<file path="config.mk">
export PLATFORM = sky130hd
export DESIGN_NAME = cmd_frame_ctrl
export DESIGN_NICKNAME = d
export VERILOG_FILES = /design/src/rtl/cmd_frame_pkg.sv /design/src/rtl/resp_serializer.sv /design/src/rtl/cmd_frame_ctrl.sv
export SDC_FILE = /design/constraint.sdc
export NUM_CORES = 1
export LEC_CHECK = 0
export CORE_AREA = 3 3 94 60
export CTS_BUF_LIST = sky130_fd_sc_hd__clkbuf_4 sky130_fd_sc_hd__clkbuf_8
export DETAILED_ROUTE_END_ITERATION = 16
export DIE_AREA = 0 0 97 63
export GPL_TIMING_DRIVEN = 1
export PLACE_DENSITY = 0.86
export SYNTH_ARGS = -nofsm -noshare
export SYNTH_HDL_FRONTEND = slang
export SYNTH_HIERARCHICAL = 1
export SYNTH_SLANG_ARGS = --single-unit
</file>
<file path="constraint.sdc">
create_clock -name CLK -period 2.6 [get_ports CLK]
set_clock_uncertainty 0.05 [all_clocks]
set_input_delay 0.52 -clock CLK [delete_from_list [all_inputs] [get_ports CLK]]
set_output_delay 0.52 -clock CLK [all_outputs]
set_load 0.01 [all_outputs]
</file>
<file path="src/rtl/cmd_frame_pkg.sv">
// cmd_frame_pkg: shared definitions for the command frame controller.
//   - frame opcodes (first byte of every frame)
//   - RegFile addresses that receive the ALU operands A and B
//   - FSM state encoding
package cmd_frame_pkg;

  localparam logic [7:0] OpRfWrite       = 8'hAA;  // op, addr, data
  localparam logic [7:0] OpRfRead        = 8'hBB;  // op, addr
  localparam logic [7:0] OpAluOperands   = 8'hCC;  // op, A, B, func
  localparam logic [7:0] OpAluNoOperands = 8'hDD;  // op, func

  localparam int unsigned AluOpAAddr = 0;
  localparam int unsigned AluOpBAddr = 1;

  typedef enum logic [3:0] {
    StIdle,
    StWrAddr,
    StWrData,
    StRdAddr,
    StRdWait,
    StOpA,
    StOpB,
    StFunc,
    StAluWait,
    StTx
  } state_e;

endpackage

</file>
<file path="src/rtl/resp_serializer.sv">
// resp_serializer: holds a multi-byte result and emits it into the TX FIFO, LSB byte first.
// Ports:
//   i_clk, i_rst_n  clock, asynchronous active-low reset
//   i_load          capture i_data / i_len (only issued while idle)
//   i_len           number of bytes to emit
//   i_data          result word, byte 0 in the LSBs
//   i_fifo_full     FIFO full flag; no write while high
//   o_tx_data       byte currently pending (held while the FIFO is full)
//   o_fifo_wr       FIFO write strobe
//   o_done          high in the cycle the last byte is written
module resp_serializer #(
  parameter int unsigned DATA_WIDTH = 8,
  parameter int unsigned RES_BYTES  = 2,
  parameter int unsigned LEN_WIDTH  = 2
) (
  input  logic                            i_clk,
  input  logic                            i_rst_n,
  input  logic                            i_load,
  input  logic [LEN_WIDTH-1:0]            i_len,
  input  logic [RES_BYTES*DATA_WIDTH-1:0] i_data,
  input  logic                            i_fifo_full,
  output logic [DATA_WIDTH-1:0]           o_tx_data,
  output logic                            o_fifo_wr,
  output logic                            o_done
);

  logic [RES_BYTES*DATA_WIDTH-1:0] r_result;
  logic [LEN_WIDTH-1:0]            r_remaining;
  logic                            w_busy;
  logic                            w_push;

  assign w_busy = (r_remaining != '0);
  // The pending byte is registered; the strobe is gated by the live full flag so a byte is
  // never written into a full FIFO and is retried on the first non-full cycle.
  assign w_push = w_busy & ~i_fifo_full;

  always_ff @(posedge i_clk or negedge i_rst_n) begin
    if (!i_rst_n) begin
      r_result    <= '0;
      r_remaining <= '0;
    end else if (i_load) begin
      r_result    <= i_data;
      r_remaining <= i_len;
    end else if (w_push) begin
      r_result    <= r_result >> DATA_WIDTH;
      r_remaining <= r_remaining - LEN_WIDTH'(1);
    end
  end

  assign o_tx_data = r_result[DATA_WIDTH-1:0];
  assign o_fifo_wr = w_push;
  assign o_done    = w_push && (r_remaining == LEN_WIDTH'(1));

endmodule

</file>
<file path="src/rtl/cmd_frame_ctrl.sv">
// cmd_frame_ctrl: parses byte-framed commands from the UART RX path, drives RegFile writes and
// reads and ALU operations, and returns results as bytes into the TX FIFO.
// Optional feature: define CMD_TIMEOUT_EN to abort a partially received frame after
// TIMEOUT_CYCLES idle cycles (CMD_ERR pulse, back to idle).
// Ports:
//   CLK, RST                    clock, asynchronous active-low reset
//   RX_DATA_IN/RX_DATA_VALID    received byte and its one-cycle valid pulse
//   RegFile_*                   address, write/read strobes, write data, read data + valid
//   ALU_FUNC/ALU_EN/ALU_CLK_EN  ALU function, enable and clock-gate enable
//   ALU_OUT/ALU_OUT_VALID       ALU result and its valid
//   TX_DATA_OUT/FIFO_WR         byte and write strobe towards the TX FIFO
//   FIFO_FULL                   TX FIFO full flag
//   CMD_ERR                     one-cycle pulse per rejected byte or timeout
module cmd_frame_ctrl
  import cmd_frame_pkg::*;
#(
  parameter int unsigned DATA_WIDTH     = 8,
  parameter int unsigned ADDR_WIDTH     = 4,
  parameter int unsigned ALU_FUNC_WIDTH = 4,
  parameter int unsigned RES_BYTES      = 2,
  parameter int unsigned TIMEOUT_CYCLES = 1024
) (
  input  logic                            CLK,
  input  logic                            RST,
  input  logic [DATA_WIDTH-1:0]           RX_DATA_IN,
  input  logic                            RX_DATA_VALID,
  output logic [ADDR_WIDTH-1:0]           RegFile_ADDRESS,
  output logic                            RegFile_WrEn,
  output logic                            RegFile_RdEn,
  output logic [DATA_WIDTH-1:0]           RegFile_WrData,
  input  logic [DATA_WIDTH-1:0]           RegFile_RdData,
  input  logic                            RegFile_RdData_Valid,
  output logic [ALU_FUNC_WIDTH-1:0]       ALU_FUNC,
  output logic                            ALU_EN,
  output logic                            ALU_CLK_EN,
  input  logic [RES_BYTES*DATA_WIDTH-1:0] ALU_OUT,
  input  logic                            ALU_OUT_VALID,
  output logic [DATA_WIDTH-1:0]           TX_DATA_OUT,
  output logic                            FIFO_WR,
  input  logic                            FIFO_FULL,
  output logic                            CMD_ERR
);

  localparam int unsigned LenW = $clog2(RES_BYTES + 1);

  state_e                          r_state, w_state_d;
  logic [ADDR_WIDTH-1:0]           r_addr, w_addr_d;
  logic [DATA_WIDTH-1:0]           r_wr_data, w_wr_data_d;
  logic [ALU_FUNC_WIDTH-1:0]       r_func, w_func_d;
  logic                            r_wr_en, w_wr_en_d;
  logic                            r_rd_en, w_rd_en_d;
  logic                            r_alu_active;
  logic                            r_err, w_err_d;
  logic                            w_take_op;
  logic                            w_load;
  logic [LenW-1:0]                 w_load_len;
  logic [RES_BYTES*DATA_WIDTH-1:0] w_load_data;
  logic                            w_done;

`ifdef CMD_TIMEOUT_EN
  localparam int unsigned TmoW = $clog2(TIMEOUT_CYCLES + 1);
  logic [TmoW-1:0] r_tmo_cnt, w_tmo_cnt_d;
`else
  logic w_unused_tmo;
  assign w_unused_tmo = ^TIMEOUT_CYCLES;
`endif

  always_comb begin
    w_state_d   = r_state;
    w_addr_d    = r_addr;
    w_wr_data_d = r_wr_data;
    w_func_d    = r_func;
    w_wr_en_d   = 1'b0;
    w_rd_en_d   = 1'b0;
    w_err_d     = 1'b0;
    w_take_op   = 1'b0;
    w_load      = 1'b0;
    w_load_len  = '0;
    w_load_data = '0;

    unique case (r_state)
      StIdle: w_take_op = RX_DATA_VALID;
      StWrAddr: begin
        if (RX_DATA_VALID) begin
          w_addr_d  = RX_DATA_IN[ADDR_WIDTH-1:0];
          w_state_d = StWrData;
        end
      end
      StWrData: begin
        if (RX_DATA_VALID) begin
          w_wr_data_d = RX_DATA_IN;
          w_wr_en_d   = 1'b1;
          w_state_d   = StIdle;
        end
      end
      StRdAddr: begin
        if (RX_DATA_VALID) begin
          w_addr_d  = RX_DATA_IN[ADDR_WIDTH-1:0];
          w_rd_en_d = 1'b1;
          w_state_d = StRdWait;
        end
      end
      StRdWait: begin
        w_err_d = RX_DATA_VALID;
        if (RegFile_RdData_Valid) begin
          w_load                      = 1'b1;
          w_load_len                  = LenW'(1);
          w_load_data[DATA_WIDTH-1:0] = RegFile_RdData;
          w_state_d                   = StTx;
        end
      end
      StOpA: begin
        if (RX_DATA_VALID) begin
          w_addr_d    = ADDR_WIDTH'(AluOpAAddr);
          w_wr_data_d = RX_DATA_IN;
          w_wr_en_d   = 1'b1;
          w_state_d   = StOpB;
        end
      end
      StOpB: begin
        if (RX_DATA_VALID) begin
          w_addr_d    = ADDR_WIDTH'(AluOpBAddr);
          w_wr_data_d = RX_DATA_IN;
          w_wr_en_d   = 1'b1;
          w_state_d   = StFunc;
        end
      end
      StFunc: begin
        if (RX_DATA_VALID) begin
          w_func_d  = RX_DATA_IN[ALU_FUNC_WIDTH-1:0];
          w_state_d = StAluWait;
        end
      end
      StAluWait: begin
        w_err_d = RX_DATA_VALID;
        if (ALU_OUT_VALID) begin
          w_load      = 1'b1;
          w_load_len  = LenW'(RES_BYTES);
          w_load_data = ALU_OUT;
          w_state_d   = StTx;
        end
      end
      StTx: begin
        if (w_done) begin
          // A byte coinciding with the last FIFO write opens the next frame.
          w_state_d = StIdle;
          w_take_op = RX_DATA_VALID;
        end else begin
          w_err_d = RX_DATA_VALID;
        end
      end
      default: w_state_d = StIdle;
    endcase

    if (w_take_op) begin
      if (RX_DATA_IN == DATA_WIDTH'(OpRfWrite)) begin
        w_state_d = StWrAddr;
      end else if (RX_DATA_IN == DATA_WIDTH'(OpRfRead)) begin
        w_state_d = StRdAddr;
      end else if (RX_DATA_IN == DATA_WIDTH'(OpAluOperands)) begin
        w_state_d = StOpA;
      end else if (RX_DATA_IN == DATA_WIDTH'(OpAluNoOperands)) begin
        w_state_d = StFunc;
      end else begin
        w_err_d = 1'b1;
      end
    end

`ifdef CMD_TIMEOUT_EN
    // Counts idle cycles only while a frame is partially received; any byte restarts it.
    w_tmo_cnt_d = '0;
    if ((r_state inside {StWrAddr, StWrData, StRdAddr, StOpA, StOpB, StFunc}) &&
        !RX_DATA_VALID) begin
      if (r_tmo_cnt == TmoW'(TIMEOUT_CYCLES - 1)) begin
        w_state_d = StIdle;
        w_err_d   = 1'b1;
      end else begin
        w_tmo_cnt_d = r_tmo_cnt + TmoW'(1);
      end
    end
`endif
  end

  always_ff @(posedge CLK or negedge RST) begin
    if (!RST) begin
      r_state      <= StIdle;
      r_addr       <= '0;
      r_wr_data    <= '0;
      r_func       <= '0;
      r_wr_en      <= 1'b0;
      r_rd_en      <= 1'b0;
      r_alu_active <= 1'b0;
      r_err        <= 1'b0;
    end else begin
      r_state      <= w_state_d;
      r_addr       <= w_addr_d;
      r_wr_data    <= w_wr_data_d;
      r_func       <= w_func_d;
      r_wr_en      <= w_wr_en_d;
      r_rd_en      <= w_rd_en_d;
      r_alu_active <= (w_state_d == StAluWait);
      r_err        <= w_err_d;
    end
  end

`ifdef CMD_TIMEOUT_EN
  always_ff @(posedge CLK or negedge RST) begin
    if (!RST) begin
      r_tmo_cnt <= '0;
    end else begin
      r_tmo_cnt <= w_tmo_cnt_d;
    end
  end
`endif

  resp_serializer #(
    .DATA_WIDTH(DATA_WIDTH),
    .RES_BYTES (RES_BYTES),
    .LEN_WIDTH (LenW)
  ) u_resp_serializer (
    .i_clk      (CLK),
    .i_rst_n    (RST),
    .i_load     (w_load),
    .i_len      (w_load_len),
    .i_data     (w_load_data),
    .i_fifo_full(FIFO_FULL),
    .o_tx_data  (TX_DATA_OUT),
    .o_fifo_wr  (FIFO_WR),
    .o_done     (w_done)
  );

  assign RegFile_ADDRESS = r_addr;
  assign RegFile_WrEn    = r_wr_en;
  assign RegFile_RdEn    = r_rd_en;
  assign RegFile_WrData  = r_wr_data;
  assign ALU_FUNC        = r_func;
  assign ALU_EN          = r_alu_active;
  assign ALU_CLK_EN      = r_alu_active;
  assign CMD_ERR         = r_err;

endmodule

</file>
=== Yosys cells after proc, flatten, opt, wreduce, memory -nomap -nowiden ===
Cells that the tools add are included.

* Equal/unequal tests: 18
* Multiplexer cells: 45
* Bitwise logic cells: 2
* Add/sub/neg operators: 1
* Reduce and logical (&&, ||, !) cells: 11

{| class="wikitable"
|+ Operators by type and width
! kind !! number
|-
| $mux 4 || 17
|-
| $mux 16 || 3
|-
| $pmux 4 s10 || 1
|-
| $eq 8x8->1 const B || 4
|-
| $eq 4x3->1 const B || 4
|-
| $mux 8 || 2
|-
| $pmux 8 s2 || 1
|-
| $mux 1 || 13
|-
| $eq 4x4->1 const B || 3
|-
| $pmux 4 s3 || 1
|-
| $eq 4x2->1 const B || 2
|-
| $mux 2 || 3
|-
| $pmux 1 s2 || 3
|-
| $eq 4x1->1 const B || 1
|-
| $logic_not 4->1 || 1
|-
| $ne 2x2->1 const B || 2
|-
| $pmux 2 s2 || 1
|-
| $reduce_and 2->1 || 2
|-
| $reduce_and 4->1 || 1
|-
| $reduce_bool 2->1 || 2
|-
| $reduce_or 2->1 || 2
|-
| $reduce_bool 3->1 || 1
|-
| $reduce_or 3->1 || 1
|-
| $eq 2x1->1 const B || 1
|-
| 5 further kinds || 5
|}

* Logic and storage cells: 87
* Output and inout bits: 30
* Bits in registers: 42
* Input port bits: 38

=== Longest topological paths before layout ===
Gate-level depths: netlist of run 1.

* Depth in word-level cells: 11
* Depth in mapped cells: 11
* Mapped depth without buffers: 9

=== Modules after synthesis ===
The synthesis of run 1 kept the hierarchy.

{| class="wikitable"
|+ Modules (own cells, without submodules)
! module !! seq. area each (µm²) !! times used !! area an instance (µm²) !! cells each
|-
| cmd_frame_ctrl || 600.6 || 1 || 1,396.3 || 130
|-
| resp_serializer || 450.4 || 1 || 980.9 || 97
|}

=== Worst setup path after synthesis of run 1 ===
No wires, ideal clock.

* Kind: reg-to-reg
* Start: register u_resp_serializer.r_remaining[0]
* End: register r_state[0]
* Arrival time: 2,008 ps
* Slack: 411 ps
* Required time: 2,419 ps
* Clock period less this slack: 2,189 ps
* Buffers on the path: 2
* Cell stages (with the launch flop): 12
* Library setup time: 131 ps
* Path through: dfrtp_1 -> inv_1 -> ha_1 -> buf_2 -> or2_1 -> buf_6 -> inv_1 -> and2_1 -> or4b_1 -> o21ai_1 -> a21o_1 -> or3_1

* Word-level cells in the longest chain between the ends: 10
* Elaborated cells between the ends (all ways): 13
* Classes of those cells: eq/ne (1); mux (9); bitwise (1); reduce/logical (2)

{| class="wikitable"
|+ RTL lines
! item !! RTL line !! source
|-
| start, declared || resp_serializer.sv:28 || <nowiki>logic [LEN_WIDTH-1:0] r_remaining;</nowiki>
|-
| start signal, assigned || resp_serializer.sv:43 || <nowiki>r_remaining <= i_len;</nowiki>
|-
| start signal, assigned || resp_serializer.sv:46 || <nowiki>r_remaining <= r_remaining - LEN_WIDTH'(1);</nowiki>
|-
| $reduce_bool 2->1 (*) || resp_serializer.sv:32 || <nowiki>assign w_busy = (r_remaining != '0);</nowiki>
|-
| $and 1x1->1 (*) || resp_serializer.sv:35 || <nowiki>assign w_push = w_busy & ~i_fifo_full;</nowiki>
|-
| net FIFO_WR || cmd_frame_ctrl.sv:39 || <nowiki>output logic FIFO_WR,</nowiki>
|-
| $logic_and 1x1->1 (*) || resp_serializer.sv:52 || <nowiki>assign o_done = w_push && (r_remaining == LEN_WIDTH'(1));</nowiki>
|-
| net w_done || cmd_frame_ctrl.sv:58 || <nowiki>logic w_done;</nowiki>
|-
| $mux 4 || cmd_frame_ctrl.sv:144 || <nowiki>if (w_done) begin</nowiki>
|-
| $pmux 4 s10 || cmd_frame_ctrl.sv:81 || <nowiki>unique case (r_state)</nowiki>
|-
| $mux 4 || cmd_frame_ctrl.sv:162 || <nowiki>end else if (RX_DATA_IN == DATA_WIDTH'(OpAluNoOperands)) begin</nowiki>
|-
| $mux 4 || cmd_frame_ctrl.sv:160 || <nowiki>end else if (RX_DATA_IN == DATA_WIDTH'(OpAluOperands)) begin</nowiki>
|-
| $mux 4 || cmd_frame_ctrl.sv:158 || <nowiki>end else if (RX_DATA_IN == DATA_WIDTH'(OpRfRead)) begin</nowiki>
|-
| $mux 4 || cmd_frame_ctrl.sv:156 || <nowiki>if (RX_DATA_IN == DATA_WIDTH'(OpRfWrite)) begin</nowiki>
|-
| $mux 4 (*) || cmd_frame_ctrl.sv:155 || <nowiki>if (w_take_op) begin</nowiki>
|-
| net w_state_d[0] || cmd_frame_ctrl.sv:46 || <nowiki>state_e r_state, w_state_d;</nowiki>
|-
| end signal, assigned || cmd_frame_ctrl.sv:186 || <nowiki>r_state <= StIdle;</nowiki>
|-
| end signal, assigned || cmd_frame_ctrl.sv:195 || <nowiki>r_state <= w_state_d;</nowiki>
|-
| end, declared || cmd_frame_ctrl.sv:46 ||
|}

Mark *: on every way through the listed nets, which the timed path passes. The rest lies on a longest branch.
A chain may end at the register's enable or synchronous reset.

=== Worst setup path after layout of run 1 ===
* Start: register u_resp_serializer.r_remaining[0]
* End: output FIFO_WR

* Word-level cells in the longest chain between the ends: 2

{| class="wikitable"
|+ RTL lines
! item !! RTL line
|-
| $reduce_bool 2->1 || resp_serializer.sv:32
|-
| $and 1x1->1 || resp_serializer.sv:35
|-
| end, declared || cmd_frame_ctrl.sv:39
|}

No other way between the ends.

==> run metrics, run 1 <==
maximum clock rate approximately 410 MHz; fin crit share 0.936; standard-cell row count 20; share of Yosys cell area claimed by the top area cell type 0.442; fin. max-slew vios 0; Longest Clk Path Bufs 2; Post-Syn Nets 267; Total Routed Length 5740 um; clk slew on worst S/H paths 0.09 ns; sequential area share after synthesis 0.442; CP startpoint kind register; setup TNS 0 ns; Synth Instances 227; Worst Tran Pin Value 0.919 ns; MaxCap Viol Count 0; initial antenna violation count 0; placed cell area 3020 um2; max incr delay on CP 0.54 ns; Worst EP arrival 1.86 ns; # IOs 68; VDD IR-drop max around 0.36 mV; number of buffers created by CTS 5; Post-DP HPWL 4270 um; Setup Buffers After CTS 0; cell with the most instances after synthesis dfrtp_1; Initial Util 0.482; depth of the CTS H-tree 2; top cells by area, synth dfrtp_1, mux2_2, a221o_1; Post-CTS Resized 0; Die Area roughly 6000 um2; fraction of layout cells with a size suffix above 1 0.131; Synth Flop Type dfrtp_1; die height 63 um; asr flop ratio synth 1.00; Post-synth EDFFs 0; P per Cell Area 697 nW/um2; drt pass-1 iters 4; P_sw 0.694 mW; Tmin final between 2 and 2.5 ns; post-route cell area 3130 um2; per-cell routed wire length between 15 and 20 um; largest net degree at the start of global routing 43; required time worst endpoint roughly 2.0 ns; Pint 1.49 mW; Cell variety after synth 47; Buffers on Ports 67; Antenna Cells 0; Slew HR 0.387; fill count around 380; Finish-stage setup viols 0; cell taking the most area after synthesis dfrtp_1; CP max FO 4; GRT Resource Usage Total 0.199; clock sinks 42; DR vias a little under 2,000; core area 4930 um2; CP max stage cell clkdlybuf4s50_1; ANT nets after route 0; synth warn 6; Routability Congestion 0.797; Synth top cells by count dfrtp_1, o21ai_0, mux2_2; clock latency on the worst-skew pair roughly 0.30 ns; Critical Path Most Common Cell inv_1; die width 97 um; Syn-to-layout area delta 31.6%; first-pass GRT wire length just under 10,000 um; Flop pwr share 0.409; fin nets 322; Worst Hold Class in2async; number of synthesized register bits 42; leakage power 1.30 nW; DRC viols 0; CTS Hold Bufs 0; Combinational Power Share 0.349; Avg Cell Area, Syn around 10 um2; vias per cell 5.55; clock root buffer clkbuf_8; RSZ-0062 raised after global routing false; vias in the first global route 1,904; kind of end point of the critical path output pin; Worst Setup Path Type reg2out; final hold viol count 0; Post-Syn Area 2380 um2; status finished, final reports clean; Congestion Overflow GR 0; CTS tree built; Clk network pwr share 0.242; initial DRC count 150; Cell Chain, Critical Path inv_1, ha_1, or2_1, inv_1, clkdlybuf4s50_1; switching fraction of total power 0.318
## area by class of cell
type | count | area (um2) | area share
Sequential cell | 42 | 1050 | 0.336
Tap cell | 66 | 82.6 | 0.0264
Clock buffer | 5 | 68.8 | 0.0220
Inverter | 3 | 11.3 | 0.00360
Timing Repair Buffer | 74 | 731 | 0.234
Multi-Input combinational cell | 156 | 1140 | 0.364
Clock inverter | 3 | 45.0 | 0.0144
## critical path, delay by kind of cell (launching register included)
| kind | cells | cell delay [ns] |
|---|---|---|
| simple gates | 1 | 0.23 |
| flops | 1 | 0.40 |
| fa+ha+maj | 1 | 0.20 |
| buf+inv | 3 | 0.72 |
## logic make-up after synthesis
logic type | Yosys count | synth area share
xor gates and xnor gates | 2 | 0.00737
and+or+nand+nor | 83 | 0.223
muxes | 16 | 0.0753
DFF | 42 | 0.442
adders and majority gates | 2 | 0.0105
buffers and inverters | 29 | 0.0837
AOI/OAI and AO/OA | 53 | 0.158
## layout by cell type (no fill, tap or decap), types with 8 or more instances in the layout
cell,synthesis,layout
mux2_2,15,15
a221o_1,9,9
dfrtp_1,42,42
and2_1,10,10
nor4b_1,8,8
a22o_1,8,8
nand2_1,13,13
o21ai_0,18,18
clkdlybuf4s50_1,0,66
## routing by layer
| metal | GRT usage | up-vias | wire length, um |
|---|---|---|---|
| met2 | 0.298 | 61 | 2670 |
| met5 | 0 | - | 0 |
| met4 | 0.0771 | 0 | 61 |
| met3 | 0.0379 | 6 | 303 |
| met1 | 0.286 | 946 | 2700 |
| li1 | - | 923 | - |
## registers in the layout, summed over array words and instances, names as in the netlist
signal                         cells
ALU_FUNC                           4
ALU_CLK_EN                         1
u_resp_serializer/r_remaining      2
RegFile_WrData                     8
CMD_ERR                            1
r_state                            4
u_resp_serializer/r_result        16
RegFile_ADDRESS                    4
RegFile_RdEn                       1
RegFile_WrEn                       1
## worst paths after layout
kind	from	endpoint	slack [ns]	cells past startpoint
setup reg to reg	r_state[2]	u_resp_serializer/r_result[1]	0.46	5
hold reg to reg	RegFile_WrData[5]	RegFile_WrData[5]	0.46	1
max in group asynchronous	RST	ALU_FUNC[0]	1.62	1
setup / recovery	u_resp_serializer/r_remaining[0]	FIFO_WR	0.17	5
hold / removal	RST	RegFile_ADDRESS[1]	0.30	1
min in group CLK	RegFile_WrData[5]	RegFile_WrData[5]	0.46	1
## power groups by stage
| stage | clock network [mW] | registers [mW] | logic [mW] |
|---|---|---|---|
| after floorplan | 0 | 0.908 | 0.389 |
| after global placement | 0 | 0.897 | 0.732 |
| after detailed placement | 0 | 0.906 | 0.762 |
| after CTS | 0.535 | 0.894 | 0.763 |
| after global routing | 0.565 | 0.916 | 0.822 |
| final | 0.528 | 0.893 | 0.762 |
## through the flow
stage | power (mW) | util | hold WS, ns | setup WS [ns] | instances
2_1_floorplan | 1.30 | - | 0.174 | 0.411 | 227
3_3_place_gp | 1.63 | 0.612 | 0.439 | 0.210 | 341
3_5_place_dp | 1.67 | 0.612 | 0.447 | 0.170 | 341
4_1_cts | 2.19 | 0.635 | 0.321 | 0.163 | 349
5_1_grt | 2.30 | 0.635 | 0.364 | 0.0890 | 349
6_report | 2.18 | 0.635 | 0.296 | 0.166 | 349
(Power assumes the default switching activity.)
==> run 2: changes to the inputs <==
--- a/config.mk
+++ b/config.mk
@@ -5,12 +5,12 @@
 export SDC_FILE = /design/constraint.sdc
 export NUM_CORES = 1
 export LEC_CHECK = 0
-export CORE_AREA = 3 3 94 60
+export CORE_AREA = 3 3 130 82
 export CTS_BUF_LIST = sky130_fd_sc_hd__clkbuf_4 sky130_fd_sc_hd__clkbuf_8
 export DETAILED_ROUTE_END_ITERATION = 16
-export DIE_AREA = 0 0 97 63
+export DIE_AREA = 0 0 133 85
 export GPL_TIMING_DRIVEN = 1
-export PLACE_DENSITY = 0.86
+export PLACE_DENSITY = 0.52
 export SYNTH_ARGS = -nofsm -noshare
 export SYNTH_HDL_FRONTEND = slang
 export SYNTH_HIERARCHICAL = 1
==> run metrics, run 2 (synthesized netlist as in run 1, its figures left out) <==
vias in the first global route about 1,800; fraction of layout cells with a size suffix above 1 0.143; setup TNS 0 ns; clock root buffer clkbuf_8; initial DRC count 105; depth of the CTS H-tree 2; most common cell after layout, fill and taps aside clkdlybuf4s50_1; Congestion Overflow GR 0; Cell Chain, Critical Path clkdlybuf4s50_1, or2_1, inv_1, clkdlybuf4s50_1; Die Area about 11,000 um2; clock latency on the worst-skew pair 0.30 ns; Setup Buffers After CTS 0; Post-DP HPWL 4690 um; Worst EP arrival 1.86 ns; Worst Tran Pin Value approximately 0.75 ns; largest reg by FF count u_resp_serializer/r_result; first-pass GRT wire length between 10,000 and 15,000 um; die width 133 um; Longest Clk Path Bufs 2; # IOs 68; max incr delay on CP roughly 0.55 ns; CTS tree built; Antenna Cells 0; Syn-to-layout area delta 35.5%; status finished, final reports clean; CP startpoint kind input pin; per-cell routed wire length 14.9 um; CP max FO 3; final hold viol count 0; initial antenna violation count 0; kind of end point of the critical path output pin; Slew HR 0.500; Buf/Inv on CP 3; max FFs per register 16; Worst Hold Class in2async; Worst Setup Path Type in2out; DR vias roughly 1,900; clk slew on worst S/H paths 0.09 ns; Top delay family on crit path buffers and inverters; standard-cell row count 28; number of buffers created by CTS 5; fin. max-slew vios 0; VDD IR-drop max 0.224 mV; Routability Congestion 0.717; Buffers on Ports 67; required time worst endpoint 2.03 ns; clock sinks 42; ANT nets after route 0; RSZ-0062 raised after global routing false; largest net degree at the start of global routing 40; placed cell area 3130 um2; fill count 980; Initial Util 0.247; P per Cell Area roughly 650 nW/um2; Post-CTS Resized 0; GRT Resource Usage Total 0.113; CTS Hold Bufs 0; most frequent cells in the layout clkdlybuf4s50_1, dfrtp_1, o21ai_0; fin crit share 0.934; maximum clock rate just over 400 MHz; fin nets ~330; drt pass-1 iters 4; Total Routed Length about 6300 um; Finish-stage setup viols 0; die height 85 um; leakage power 1.32 nW; post-route cell area 3220 um2; CP max stage cell clkdlybuf4s50_1; core area 9630 um2; MaxCap Viol Count 0; Critical Path Most Common Cell clkdlybuf4s50_1; Tmin final 2.43 ns; vias per cell 4.45; DRC viols 0
## run 2: cell count changes in the layout (fill, tap and decap cells not counted)
cell / change
clkinv_4: +1
bufinv_16: -1
clkbuf_4: +1
clkinvlp_4: -2
buf_4: +4
clkinv_2: +1
## run 2: report_power, final
| group | internal, mW | switching (mW) |
|---|---|---|
| registers | 0.777 | 0.112 |
| clock network | 0.201 | 0.248 |
| logic | 0.428 | 0.327 |
| total | 1.41 | 0.688 |
## run 2: cell type report
cell class	instances	area [um2]	share of cell area
Clock buffer	6	76.3	0.0237
Clock inverter	2	13.8	0.00427
Inverter	3	11.3	0.00350
Multi-Input combinational cell	156	1140	0.354
Sequential cell	42	1050	0.326
Tap cell	135	169	0.0524
Timing Repair Buffer	78	761	0.236
## run 2: metrics by stage
stage | utilization | std cells | hold WS (ns) | power [mW] | worst slack, ns
2_1_floorplan | - | 227 | 0.174 | 1.30 | 0.411
3_3_place_gp | 0.325 | 414 | 0.400 | 1.65 | 0.149
3_5_place_dp | 0.325 | 414 | 0.396 | 1.66 | 0.157
4_1_cts | 0.334 | 422 | 0.0649 | 2.11 | 0.153
5_1_grt | 0.334 | 422 | 0.0652 | 2.24 | 0.0816
6_report | 0.334 | 422 | 0.0540 | 2.09 | 0.172
## run 2: metal layers
layer  vias to the layer above  wire length, um  global-route usage
met5                         -                0                   0
li1                        935                -                   -
met3                         7              409              0.0367
met1                       892             3350               0.179
met2                        43             2450               0.143
met4                         0               54              0.0255
## run 2: final timing paths
check	from	endpoint	slack [ns]	cells past startpoint
max	FIFO_FULL	FIFO_WR	0.17	4
min	RST	RegFile_ADDRESS[1]	0.05	1
max reg2reg	r_state[3]	u_resp_serializer/r_remaining[1]	0.48	6
min reg2reg	RegFile_WrData[3]	RegFile_WrData[3]	0.46	1
max in group asynchronous	RST	u_resp_serializer/r_result[7]	1.74	2
min in group CLK	RegFile_WrData[3]	RegFile_WrData[3]	0.46	1
